[src/rtl/inst_fetch_pkg.sv]
// Shared CPU definitions used by the fetch stage: NOP encoding and fetch state type.
package inst_fetch_pkg;

  localparam logic [31:0] NOP = 32'h0000_0013;

  typedef enum logic {
    IDLE = 1'b0,
    RUN  = 1'b1
  } fetch_state_t;

endpackage

[src/rtl/inst_fetch.sv]
// Instruction fetch stage with zero-bubble redirect and stall freeze.
// Optional misaligned-redirect trap check is enabled by defining INST_MISALIGN_CHK_EN.
module inst_fetch
  import inst_fetch_pkg::*;
#(
  parameter logic [31:0] RESET_VECTOR = 32'h0000_0000,
  parameter int unsigned IMEM_AW      = 12
) (
  input  logic               clk,
  input  logic               rst_n,
  input  logic               cpu_run,
  input  logic               stall,
  input  logic               jmp_condition,
  input  logic [31:0]        jmp_adr,
  output logic [IMEM_AW-1:0] imem_adr,
  output logic               imem_re,
  input  logic [31:0]        imem_rdata,
  output logic [31:0]        inst_id,
  output logic [31:0]        pc_id,
  output logic               inst_valid_id,
  output logic               misalign,
  output logic [31:0]        misalign_adr
);

  fetch_state_t state_q, state_d;
  logic [31:0]  pc_if;
  logic [31:0]  fetch_adr;
  logic         mis_redirect;

  // Byte addresses are kept word aligned; low two target bits never reach the PC.
  assign fetch_adr = jmp_condition ? (jmp_adr & 32'hFFFF_FFFC) : pc_if;
  assign imem_adr  = fetch_adr[IMEM_AW+1:2];

`ifdef INST_MISALIGN_CHK_EN
  assign mis_redirect = jmp_condition & (jmp_adr[1:0] != 2'b00);

  always_ff @(posedge clk or negedge rst_n) begin
    if (!rst_n) begin
      misalign     <= 1'b0;
      misalign_adr <= '0;
    end else begin
      misalign <= mis_redirect;
      if (mis_redirect) misalign_adr <= jmp_adr;
    end
  end
`else
  assign mis_redirect = 1'b0;
  assign misalign     = 1'b0;
  assign misalign_adr = '0;
`endif

  always_comb begin
    state_d = state_q;
    if (mis_redirect) state_d = IDLE;
    else if (!stall)  state_d = cpu_run ? RUN : IDLE;
  end

  // Redirects override stall and halt; reset masks the enable so no read leaks out.
  assign imem_re = rst_n & ~mis_redirect & (jmp_condition | (cpu_run & ~stall));

  always_ff @(posedge clk or negedge rst_n) begin
    if (!rst_n) begin
      state_q       <= IDLE;
      pc_if         <= RESET_VECTOR;
      pc_id         <= RESET_VECTOR;
      inst_valid_id <= 1'b0;
    end else begin
      state_q <= state_d;
      if (imem_re) begin
        pc_id <= fetch_adr;
        pc_if <= fetch_adr + 32'd4;
      end
      if (!(stall && !jmp_condition)) inst_valid_id <= imem_re;
    end
  end

  assign inst_id = inst_valid_id ? imem_rdata : NOP;

endmodule

[config.mk]
export PLATFORM = sky130hd
export DESIGN_NAME = inst_fetch
export DESIGN_NICKNAME = d
export VERILOG_FILES = /design/src/rtl/inst_fetch_pkg.sv /design/src/rtl/inst_fetch.sv
export SDC_FILE = /design/constraint.sdc
export NUM_CORES = 1
export LEC_CHECK = 0
export BUFFER_PORTS_ARGS = -buffer_cell sky130_fd_sc_hd__buf_4
export CAP_MARGIN = 20
export CORE_MARGIN = 2
export CORE_UTILIZATION = 53
export DETAILED_ROUTE_END_ITERATION = 7
export GPL_ROUTABILITY_DRIVEN = 0
export PLACE_DENSITY = 0.85
export SLEW_MARGIN = 20
export SYNTH_ARGS = -nofsm -noshare
export SYNTH_HDL_FRONTEND = slang
export SYNTH_SLANG_ARGS = --single-unit
[constraint.sdc]
create_clock -name clk -period 3.9 [get_ports clk]
set_clock_uncertainty 0.15 [all_clocks]
set_input_delay 0.195 -clock clk [delete_from_list [all_inputs] [get_ports clk]]
set_output_delay 0.195 -clock clk [all_outputs]
set_load 0.02 [all_outputs]
==> flow_summary.ini, run 1 <==
[run_status]
outcome = completed

[cts]
cts.root.buffer_cell = sky130_fd_sc_hd__clkbuf_8
clk_path_buf_depth = 2
numCtsBuffers = 9
register_clock_pin_slew_on_the_reported_worst_setup_and_hold_paths_ns = 0.07
h_tree_lvls = 3
cts_tree = yes
post_cts_resize_count = 0
numClockSinks = 61
clk_latency_ns = 0.35

[final_layout]
num-nets-final = 701
final_layout_size_suffix_gt1_share_pct = 28.5
layout.filler_cells = 673
layout-area-overhead-vs-synth_pct = 24.9
antennaDiodeCount = 0

[floorplanning]
row_count = 33
die_width_um = 95.2
initial_utilization_pct = 54.1
io_pins = 180
dieArea_mm2 = 0.00906
core-area_mm2 = 0.00813
die_h_um = 95.2

[setup_path]
worst_setup_path_start_kind = primary input
worst_setup_path_class = in -> reg
crit_path_cell_trace = buf_4 -> buf_4 -> nand3_1 -> a22oi_1 -> nand3_1 -> nor2_1 -> mux2i_1 -> o211ai_1
critical-path-slowest-cell = sky130_fd_sc_hd__buf_4
endpoint_kind = register
cp_max_fo = 70
worst_endpoint_data_arrival_time_ns = 2.65
cp_num_buf_inv = 2
critical-path-max-stage-delay_ns = 0.57
crit_family = buffers and inverters
worst_ep_required_time_ns = 3.95

[routing]
detail_route_antenna_nets = 0
vias_per_cell = 5.43
detail_route.drc_violations = 0
dr_total_vias = 4025
drt_pass1_iterations = 5
detail_route.wirelength_um = 11200
detail_route.iter0.violations = 246
wl_per_cell_um = 15.2

[synthesis]
syn_area_per_cell_um2 = 8.64
yosys_register_bits = 61
synth.yosys.seq_area_share_pct = 34.7
ys_types = 56
synth.yosys.warnings = 0
post_synthesis_instance_total = 510
post_synthesis_instance_area_mm2 = 0.00440

[sta]
slew_headroom_pct = 46.4
final.setup.tns_ns = 0
timing_max_transition_violations_final = 0
setup_viol_count_final = 0
timing.final.hold_violations = 0
final.period_utilization_pct = 66.6
max_clock_freq_mhz = 385
max_slew.worst_pin.slew_ns = 0.804
rsz0062_at_grt = false
finalWorstPathRequiredPeriod_ns = 2.60

[pwr]
worst_ir_drop_on_vdd_uv = 281
power.density_mw_per_mm2 = 385
cellLeakagePower_nw = 2.56
power_w = 0.00212

[global_route]
grt_first_pass_wirelength_um = 17500
first_global_vias = 3633
grt_start_max_net_pins = 73
grt_total_ovfl = 0
antenna_found_initial = 0
groute.usage.overall_pct = 24.7

[hold_path]
worstHoldPathType = in -> reg

[flow_run]
timing.max_cap.violations = 0

[placed_design]
place_hpwl_um = 8160
port-buffer-count = 142
sequential cells by signal, summed over array words and instances (netlist names):
| signal | count |
|---|---|
| pc_id | 30 |
| pc_if | 30 |
| inst_valid_id | 1 |
layout make-up:
class | count | area (um^2) | share of cell area [%]
repair buffers | 150 | 1140 | 20.6
clock buffers | 12 | 145 | 2.64
flip-flops and latches | 61 | 1530 | 27.7
multi-input cells | 396 | 2470 | 44.8
clock inverters | 4 | 47.5 | 0.864
inverters | 13 | 48.8 | 0.887
well taps | 105 | 131 | 2.39
metrics by stage:
stage	instances	utilization, %	setup slack, ns	instance area, um^2	hold slack, ns
2_1_floorplan	544	-	1.01	4530	-0.251
5_1_grt	741	67.7	1.12	5500	0.0228
6_report	741	67.7	1.30	5500	0.0183
3_5_place_dp	721	64.8	0.983	5270	0.319
4_1_cts	741	67.7	1.36	5500	0.00680
3_3_place_gp	721	64.8	1.04	5270	0.312
report_power, final:
| group | internal [W] | leakage, nW | switching, W |
|---|---|---|---|
| logic | 0.000298 | 1.73 | 0.000411 |
| clock network | 0.000311 | 0.0964 | 0.000262 |
| registers | 0.000742 | 0.729 | 0.0000958 |
routing by layer:
metal / GRT usage [%] / up-vias / share of wire (%) / wire length, um
li1: - / 1928 / - / -
met4: 8.82 / 0 / 2.1 / 233
met2: 42.1 / 162 / 51 / 5700
met3: 5.61 / 22 / 8.3 / 928
met1: 30.8 / 1913 / 39 / 4380
met5: 0 / - / 0 / 0
final timing paths:
check	startpoint	to	slack, ns	depth (start not counted)
max	jmp_condition	pc_if[28]$_DFFE_PN0P_	1.30	8
min	jmp_adr[31]	pc_if[31]$_DFFE_PN0P_	0.02	3
max reg2reg	pc_if[2]$_DFFE_PN0P_	pc_if[30]$_DFFE_PN0P_	1.48	8
min reg2reg	pc_id[22]$_DFFE_PN0P_	pc_id[22]$_DFFE_PN0P_	0.33	2
max in group asynchronous	rst_n	pc_if[25]$_DFFE_PN0P_	2.58	3
min in group asynchronous	rst_n	pc_if[11]$_DFFE_PN0P_	0.48	3
synth_stat cells (all sizes together):
| cell | instances | area, um^2 |
|---|---|---|
| and3 | 1 | 6.26 |
| nand3 | 13 | 77.6 |
| buf | 58 | 440 |
| o22a | 2 | 17.5 |
| and4 | 1 | 8.76 |
| nand4b | 5 | 58.8 |
| nand4 | 12 | 111 |
| a211oi | 1 | 20.0 |
| o211ai | 10 | 75.1 |
| a31oi | 2 | 12.5 |
| nand2 | 74 | 278 |
| a32oi | 2 | 17.5 |
| or3 | 3 | 18.8 |
| o21ai | 41 | 205 |
| a221o | 3 | 30.0 |
| dfrtp | 61 | 1530 |
| nor3b | 2 | 15.0 |
| a21o | 5 | 37.5 |
| inv | 13 | 48.8 |
| clkbuf | 16 | 60.1 |
| nand2b | 4 | 25.0 |
| mux2 | 3 | 33.8 |
| a2111oi | 1 | 8.76 |
| a41oi | 1 | 8.76 |
| xnor2 | 19 | 166 |
| and2 | 29 | 181 |
| conb | 1 | 3.75 |
| and2b | 1 | 7.51 |
| nor2 | 15 | 56.3 |
| xor2 | 7 | 61.3 |
| nand3b | 8 | 60.1 |
| a21boi | 1 | 7.51 |
| or2b | 1 | 7.51 |
| a21oi | 21 | 109 |
| mux2i | 28 | 280 |
| a22oi | 5 | 52.6 |
| a31o | 2 | 17.5 |
| a32o | 1 | 10.0 |
| nor3 | 21 | 130 |
| ha | 1 | 12.5 |
| nor2b | 12 | 75.1 |
| o221a | 1 | 11.3 |
| nor4 | 2 | 12.5 |
cell families after synthesis:
| kind of cell | after synthesis | share of synthesized area, % |
|---|---|---|
| and+or+nand+nor | 204 | 25.7 |
| AOI/OAI and AO/OA | 99 | 14.5 |
| buffers and inverters | 87 | 12.5 |
| DFF | 61 | 34.7 |
| muxes | 31 | 7.13 |
| xor gates and xnor gates | 26 | 5.17 |
| adders and majority gates | 1 | 0.284 |
| other | 1 | 0.0851 |
worst min-delay path, stage by stage:
cell and delay, ns:
sky130_fd_sc_hd__buf_4 0.09, sky130_fd_sc_hd__xnor2_1 0.11, sky130_fd_sc_hd__o211ai_1 0.07
cells in the final DEF, fill, tap and decap left out, types with 3 or more instances in the layout:
master,n
sky130_fd_sc_hd__buf_4,146
sky130_fd_sc_hd__nand2_1,74
sky130_fd_sc_hd__dfrtp_1,61
sky130_fd_sc_hd__o21ai_0,40
sky130_fd_sc_hd__conb_1,35
sky130_fd_sc_hd__and2_1,29
sky130_fd_sc_hd__mux2i_1,28
sky130_fd_sc_hd__a21oi_1,20
sky130_fd_sc_hd__xnor2_1,19
sky130_fd_sc_hd__nor3_1,16
sky130_fd_sc_hd__nor2_1,15
sky130_fd_sc_hd__inv_1,13
sky130_fd_sc_hd__nor2b_1,12
sky130_fd_sc_hd__nand3_1,12
sky130_fd_sc_hd__o211ai_1,10
sky130_fd_sc_hd__clkbuf_8,10
sky130_fd_sc_hd__nand4_1,9
sky130_fd_sc_hd__nand3b_1,8
sky130_fd_sc_hd__xor2_1,7
sky130_fd_sc_hd__a21o_1,5
sky130_fd_sc_hd__nor3_2,5
sky130_fd_sc_hd__nand2b_1,4
sky130_fd_sc_hd__nand4b_1,4
sky130_fd_sc_hd__dlygate4sd3_1,4
sky130_fd_sc_hd__mux2_2,3
sky130_fd_sc_hd__a22oi_2,3
sky130_fd_sc_hd__or3_1,3
sky130_fd_sc_hd__a221o_1,3
what timing repair did:
item	CTS	global route
endpoints found under the hold margin	64	0
buffers inserted	0	0
hold buffers	4	0
(Power assumes the default switching activity.)
==> run 2, diff against run 1 <==
--- a/config.mk
+++ b/config.mk
@@ -5,13 +5,14 @@
 export SDC_FILE = /design/constraint.sdc
 export NUM_CORES = 1
 export LEC_CHECK = 0
+export ABC_AREA = 1
 export BUFFER_PORTS_ARGS = -buffer_cell sky130_fd_sc_hd__buf_4
 export CAP_MARGIN = 20
 export CORE_MARGIN = 2
-export CORE_UTILIZATION = 53
+export CORE_UTILIZATION = 44
 export DETAILED_ROUTE_END_ITERATION = 7
 export GPL_ROUTABILITY_DRIVEN = 0
-export PLACE_DENSITY = 0.85
+export PLACE_DENSITY = 0.76
 export SLEW_MARGIN = 20
 export SYNTH_ARGS = -nofsm -noshare
 export SYNTH_HDL_FRONTEND = slang
==> constraint.sdc (replaced) <==
create_clock -name clk -period 2.14 [get_ports clk]
set_clock_uncertainty 0.15 [all_clocks]
set_input_delay 0.107 -clock clk [delete_from_list [all_inputs] [get_ports clk]]
set_output_delay 0.107 -clock clk [all_outputs]
set_load 0.02 [all_outputs]
==> run 2 against run 1 <==
Effect of this change:
- sequential power rose by 73%
- worst setup slack worse by 1.2 ns
- wire length rose by 2.5%
- flip-flop and latch count unchanged
- largest cell class unchanged
- critical path type is now reg -> reg
- critical endpoint is now pc_if[26]$_DFFE_PN0P_
==> flow_summary.ini, run 2 <==
[synthesis]
async_set_reset_flop_share_out_of_synthesis_pct = 100
synth_largest_area_cell = sky130_fd_sc_hd__dfrtp_1
post_synthesis_instance_total = 601
syn_area_per_cell_um2 = 7.05
synth_top_area_share_pct = 36.0
ys_types = 30
yosys_register_bits = 61
post_synthesis_instance_area_mm2 = 0.00424
synth_most_common_cell = sky130_fd_sc_hd__nand2_1
synth.yosys.warnings = 0
ys_top_cells_by_count = sky130_fd_sc_hd__nand2_1, sky130_fd_sc_hd__dfrtp_1, sky130_fd_sc_hd__nor2_1, sky130_fd_sc_hd__buf_4, sky130_fd_sc_hd__inv_1
synth_enable_flop_cells = 0
flip_flop_cell_with_the_highest_count_after_synthesis = sky130_fd_sc_hd__dfrtp_1
synth_top_cells_by_area = sky130_fd_sc_hd__dfrtp_1, sky130_fd_sc_hd__nand2_1, sky130_fd_sc_hd__buf_4
synth.yosys.seq_area_share_pct = 36.0

[final_layout]
layout.cells.most_common_list = sky130_fd_sc_hd__nand2_1, sky130_fd_sc_hd__buf_4, sky130_fd_sc_hd__dfrtp_1
layout_commonest_cell = sky130_fd_sc_hd__nand2_1
biggest_regs = pc_id (30), pc_if (30), inst_valid_id (1)
antennaDiodeCount = 0
final_cells = 870
area_of_the_multi_input_gates_mm2 = 0.00215
layout.filler_cells = 857
combined_flip_flop_and_latch_cell_area_mm2 = 0.00153
num-nets-final = 808
final_layout_size_suffix_gt1_share_pct = 31.6
layout-area-overhead-vs-synth_pct = 29.2

[routing]
detail_route_antenna_nets = 0
wl_per_cell_um = 13.2
detail_route.drc_violations = 0
drt_pass1_iterations = 5
detail_route.wirelength_um = 11500
dr_total_vias = 4176
detail_route.iter0.violations = 310
vias_per_cell = 4.80

[setup_path]
worst_ep_required_time_ns = 2.21
critical-path-slowest-cell = sky130_fd_sc_hd__dfrtp_1
r2r_start = pc_if[2]$_DFFE_PN0P_
worst_endpoint_data_arrival_time_ns = 2.06
critical-path-max-stage-delay_ns = 0.35
cp_max_fo = 6
crit_family = simple AND/OR/NAND/NOR gates
crit_path_cell_trace = o21ai_1 -> inv_1 -> ha_1 -> nand2_1 -> nor2_4 -> nand2_2 -> nor2_2 -> nand3_1 -> nand2_1 -> nand3_1
crit_start = pc_if[2]$_DFFE_PN0P_
worst_setup_path_start_kind = register
worst_setup_path_class = reg -> reg
endpoint_kind = register
cp_num_buf_inv = 1

[pwr]
worst_ir_drop_on_vdd_uv = 413
power_w = 0.00369
cellLeakagePower_nw = 2.95
power.density_mw_per_mm2 = 674

[cts]
clk_path_buf_depth = 2
cts.root.buffer_cell = sky130_fd_sc_hd__clkbuf_8
register_clock_pin_slew_on_the_reported_worst_setup_and_hold_paths_ns = 0.07
cts_tree = yes
numCtsBuffers = 9
clk_latency_ns = 0.34
post_cts_buffers = 0
h_tree_lvls = 3
numClockSinks = 61

[floorplanning]
initial_utilization_pct = 45.6
core-area_mm2 = 0.00928
row_count = 35
die_width_um = 102
io_pins = 180
dieArea_mm2 = 0.0104
die_h_um = 102

[run_status]
outcome = completed

[flow_run]
timing.max_cap.violations = 0

[hold_path]
timing.hold.worst.start = jmp_adr[6]
worstHoldPathType = in -> reg

[placed_design]
placed_insts = 848
port-buffer-count = 142
place_hpwl_um = 8480
placement.setup.worst_slack_ns = 0.134

[sta]
timing.final.hold_violations = 0
slew_headroom_pct = 47.4
timing_max_transition_violations_final = 0
crit_path_setup_slack_layout_ns = 0.150
rsz0062_at_grt = false
max_slew.worst_pin.slew_ns = 0.789
whs_ns = 0.0119
setup_viol_count_final = 0
final.setup.tns_ns = 0
finalWorstPathRequiredPeriod_ns = 1.99
final.period_utilization_pct = 93.0
max_clock_freq_mhz = 502

[global_route]
groute.usage.overall_pct = 22.3
grt_start_max_net_pins = 79
grt_first_pass_wirelength_um = 18300
grt_total_ovfl = 0
antenna_found_initial = 0
first_global_vias = 3880
[run 2: cell count changes after synthesis, sizes merged, moves of 24 or more]
cell,delta
and2,-29
inv,+37
mux2i,-28
nand2,+178
nand3,+24
nor2,+62
o21ai,-26
[run 2: worst reg2reg max path: cells and delay by family, from the launching register on]
kind / cells / cell delay (ns)
AOI/OAI and AO/OA: 1 / 0.09
adders and majority gates: 1 / 0.18
buffers and inverters: 1 / 0.10
DFF: 1 / 0.35
and+or+nand+nor: 7 / 1.00
[run 2: routing by layer]
metal	vias to the layer above	global-route usage [%]	routed length [um]	part of all wire [%]
met4	0	5.85	199	1.7
met3	17	4.65	802	7.0
met1	1942	29.3	4750	41
met2	171	37.7	5770	50
met5	-	0	0	0
li1	2046	-	-	-
[run 2: cell type report]
| cell class | count | share of cell area, % |
|---|---|---|
| tap | 129 | 2.95 |
| inverter | 50 | 3.43 |
| clock inverter | 1 | 0.0914 |
| multi-input combinational | 455 | 39.2 |
| timing repair buffer | 161 | 23.1 |
| sequential | 61 | 27.9 |
| clock buffer | 13 | 3.27 |
[run 2: repair_timing]
action	CTS	global route
endpoints found under the hold margin	66	0
hold buffers	8	0
gates resized for setup	0	0
[run 2: cells by family after synthesis]
group / after synthesis / synth area share (%)
DFF: 61 / 36.0
and+or+nand+nor: 381 / 41.7
adders and majority gates: 1 / 0.295
AOI/OAI and AO/OA: 37 / 5.32
buffers and inverters: 119 / 16.4
xor gates and xnor gates: 1 / 0.207
other: 1 / 0.0885
[run 2: report_power, final]
part / switching, W / leakage, nW / total, W / internal, W
Combinational: 0.000781 / 2.10 / 0.00128 / 0.000496
Sequential: 0.000107 / 0.755 / 0.00145 / 0.00134
Clock: 0.000432 / 0.0974 / 0.000965 / 0.000532
[run 2: through the flow]
step           util, %  area, um^2
4_1_cts           58.9        5470
5_1_grt           58.9        5470
3_5_place_dp      56.1        5210
3_3_place_gp      56.1        5210
6_report          58.9        5470
2_1_floorplan        -        4360
[run 2: worst paths after layout]
| kind | depth (start not counted) | to | slack, ns |
|---|---|---|---|
| min in group asynchronous | 3 | pc_if[14]$_DFFE_PN0P_ | 0.36 |
| max in group asynchronous | 3 | pc_id[28]$_DFFE_PN0P_ | 0.95 |
| hold reg to reg | 2 | pc_if[30]$_DFFE_PN0P_ | 0.33 |
| hold / removal | 5 | pc_id[6]$_DFFE_PN0P_ | 0.01 |
| setup reg to reg | 10 | pc_if[26]$_DFFE_PN0P_ | 0.15 |
| setup / recovery | 10 | pc_if[26]$_DFFE_PN0P_ | 0.15 |
==> run 3, diff against run 2 <==
--- a/config.mk
+++ b/config.mk
@@ -8,7 +8,7 @@
 export ABC_AREA = 1
 export BUFFER_PORTS_ARGS = -buffer_cell sky130_fd_sc_hd__buf_4
 export CAP_MARGIN = 20
-export CORE_MARGIN = 2
+export CORE_MARGIN = 3
 export CORE_UTILIZATION = 44
 export DETAILED_ROUTE_END_ITERATION = 7
 export GPL_ROUTABILITY_DRIVEN = 0
==> run 3 against run 2 <==
Effect of this change:
- register-to-register slack improved by 0.07 ns
- worst setup slack worse by 0.049 ns
- flip-flop and latch count did not move
- core utilization up 0.73 points
- clock power is 15% higher
- non-clock buffer count is 8 higher
- power rose by 4.0%
- hold slack got worse by 0.0031 ns
- cell count increased by 1.1%
- maximum frequency shrank 2.4%
- cell area up 1.2%
- count of clock-buffer cells in the layout shrank 2
- critical path type is now in -> out
- critical endpoint is now imem_re
- largest cell class unchanged
==> flow_summary.ini, run 3 (synthesis gave the netlist of run 2 again) <==
[global_route]
groute.usage.overall_pct = 21.4
first_global_vias = 3952
grt_start_max_net_pins = 62
grt_total_ovfl = 0
antenna_found_initial = 0
grt_first_pass_wirelength_um = 19000

[flow_run]
timing.max_cap.violations = 0

[sta]
final.period_utilization_pct = 95.3
timing_max_transition_violations_final = 0
final.setup.tns_ns = 0
crit_path_setup_slack_layout_ns = 0.101
slew_headroom_pct = 48.2
rsz0062_at_grt = false
setup_viol_count_final = 0
timing.final.hold_violations = 0
max_slew.worst_pin.slew_ns = 0.777
finalWorstPathRequiredPeriod_ns = 2.04
max_clock_freq_mhz = 490

[routing]
detail_route.drc_violations = 0
detail_route.wirelength_um = 11600
vias_per_cell = 4.71
dr_total_vias = 4146
wl_per_cell_um = 13.2
detail_route_antenna_nets = 0
drt_pass1_iterations = 5
detail_route.iter0.violations = 337

[setup_path]
r2r_start = pc_if[3]$_DFFE_PN0P_
worst_endpoint_data_arrival_time_ns = 1.78
worst_setup_path_class = in -> out
r2r_slack_ns = 0.22
worst_ep_required_time_ns = 1.88
worst_setup_path_start_kind = primary input
worstRegToRegCells = 10
cp_max_fo = 25
endpoint_kind = output port
worstReg2RegEnd = pc_if[26]$_DFFE_PN0P_

[cts]
h_tree_lvls = 3
numCtsBuffers = 9
post_cts_resize_count = 0
register_clock_pin_slew_on_the_reported_worst_setup_and_hold_paths_ns = 0.07
numClockSinks = 61
cts_hold_buf = 12
clk_latency_ns = 0.35
cts.root.buffer_cell = sky130_fd_sc_hd__clkbuf_8
cts_tree = yes
clk_path_buf_depth = 2
post_cts_buffers = 0

[final_layout]
fin_area_mm2 = 0.00554
postLayoutCoreUtil_pct = 59.7
biggest_regs = pc_id (30), pc_if (30), inst_valid_id (1)
layout.filler_cells = 873
antennaDiodeCount = 0
num-nets-final = 816
layout-area-overhead-vs-synth_pct = 30.8
layout_commonest_cell = sky130_fd_sc_hd__nand2_1
final_cells = 880
layout.cells.most_common_list = sky130_fd_sc_hd__nand2_1, sky130_fd_sc_hd__buf_4, sky130_fd_sc_hd__dfrtp_1
final_layout_size_suffix_gt1_share_pct = 31.7

[floorplanning]
io_pins = 180
die_width_um = 104
dieArea_mm2 = 0.0108
die_h_um = 104
initial_utilization_pct = 45.6
core-area_mm2 = 0.00928
row_count = 35

[pwr]
worst_ir_drop_on_vdd_uv = 389
power.density_mw_per_mm2 = 693
cellLeakagePower_nw = 2.99

[placed_design]
placement.setup.worst_slack_ns = 0.246
placed_insts = 852
place_hpwl_um = 8890
dpl-instance-area_mm2 = 0.00521
port-buffer-count = 142

[hold_path]
timing.hold.worst.start = jmp_adr[23]
worstHoldPathType = in -> reg
holdPathStages = 5
holdPathEnd = pc_if[23]$_DFFE_PN0P_

[run_status]
outcome = completed
run 3: changes by cell type in the layout (fill, tap and decap cells not counted):
cell | before | now
sky130_fd_sc_hd__clkinv_2 | 1 | 3
sky130_fd_sc_hd__buf_4 | 150 | 156
sky130_fd_sc_hd__clkbuf_8 | 13 | 9
sky130_fd_sc_hd__buf_12 | 3 | 1
sky130_fd_sc_hd__dlygate4sd3_1 | 8 | 12
sky130_fd_sc_hd__bufinv_16 | 0 | 2
sky130_fd_sc_hd__clkbuf_1 | 0 | 2
run 3: worst max path at each step:
stage,from,to,slack (ns),cells after the start
3_3_place_gp,jmp_condition,pc_if[26]$_DFFE_PN0P_,0.30,12
6_report,stall,imem_re,0.10,9
3_5_place_dp,jmp_condition,pc_if[26]$_DFFE_PN0P_,0.25,12
4_1_cts,stall,imem_re,0.09,9
5_1_grt,stall,imem_re,0.007,9
2_1_floorplan,pc_if[2]$_DFFE_PN0P_,pc_if[30]$_DFFE_PN0P_,0.36,11
run 3: routing by layer:
metal	vias to the layer above	wire, um	track usage [%]
met1	1907	4930	27.5
li1	2069	-	-
met4	0	203	7.22
met2	154	5720	35.5
met5	-	0	0
met3	16	738	4.78
run 3: cell type report:
type,instances,area (um^2),share of cell area (%)
Multi-Input combinational cell,455,2150,38.8
Sequential cell,61,1530,27.6
Timing Repair Buffer,169,1310,23.7
Inverter,50,188,3.39
Tap cell,129,161,2.91
Clock buffer,11,131,2.37
Clock inverter,5,75.1,1.36
run 3: stage by stage:
step / hold slack [ns] / total power, W
after floorplan: -0.339 / 0.00230
after global placement: 0.201 / 0.00270
after detailed placement: 0.213 / 0.00273
after CTS: 0.000658 / 0.00387
after global routing: 0.0274 / 0.00406
final: 0.00885 / 0.00384
run 3: power by group:
group | switching [W] | internal, W
clock | 0.000457 | 0.000650
combinational | 0.000782 | 0.000501
sequential | 0.000109 | 0.00134
total | 0.00135 | 0.00249
run 3: worst max-delay path, cell delays in order:
cell and delay [ns]:
sky130_fd_sc_hd__dlygate4sd3_1 0.54, sky130_fd_sc_hd__buf_4 0.13, sky130_fd_sc_hd__inv_1 0.08, sky130_fd_sc_hd__nand2_1 0.11, sky130_fd_sc_hd__nand2_1 0.09, sky130_fd_sc_hd__nand2_2 0.14
sky130_fd_sc_hd__inv_1 0.12, sky130_fd_sc_hd__buf_4 0.27, sky130_fd_sc_hd__buf_4 0.19
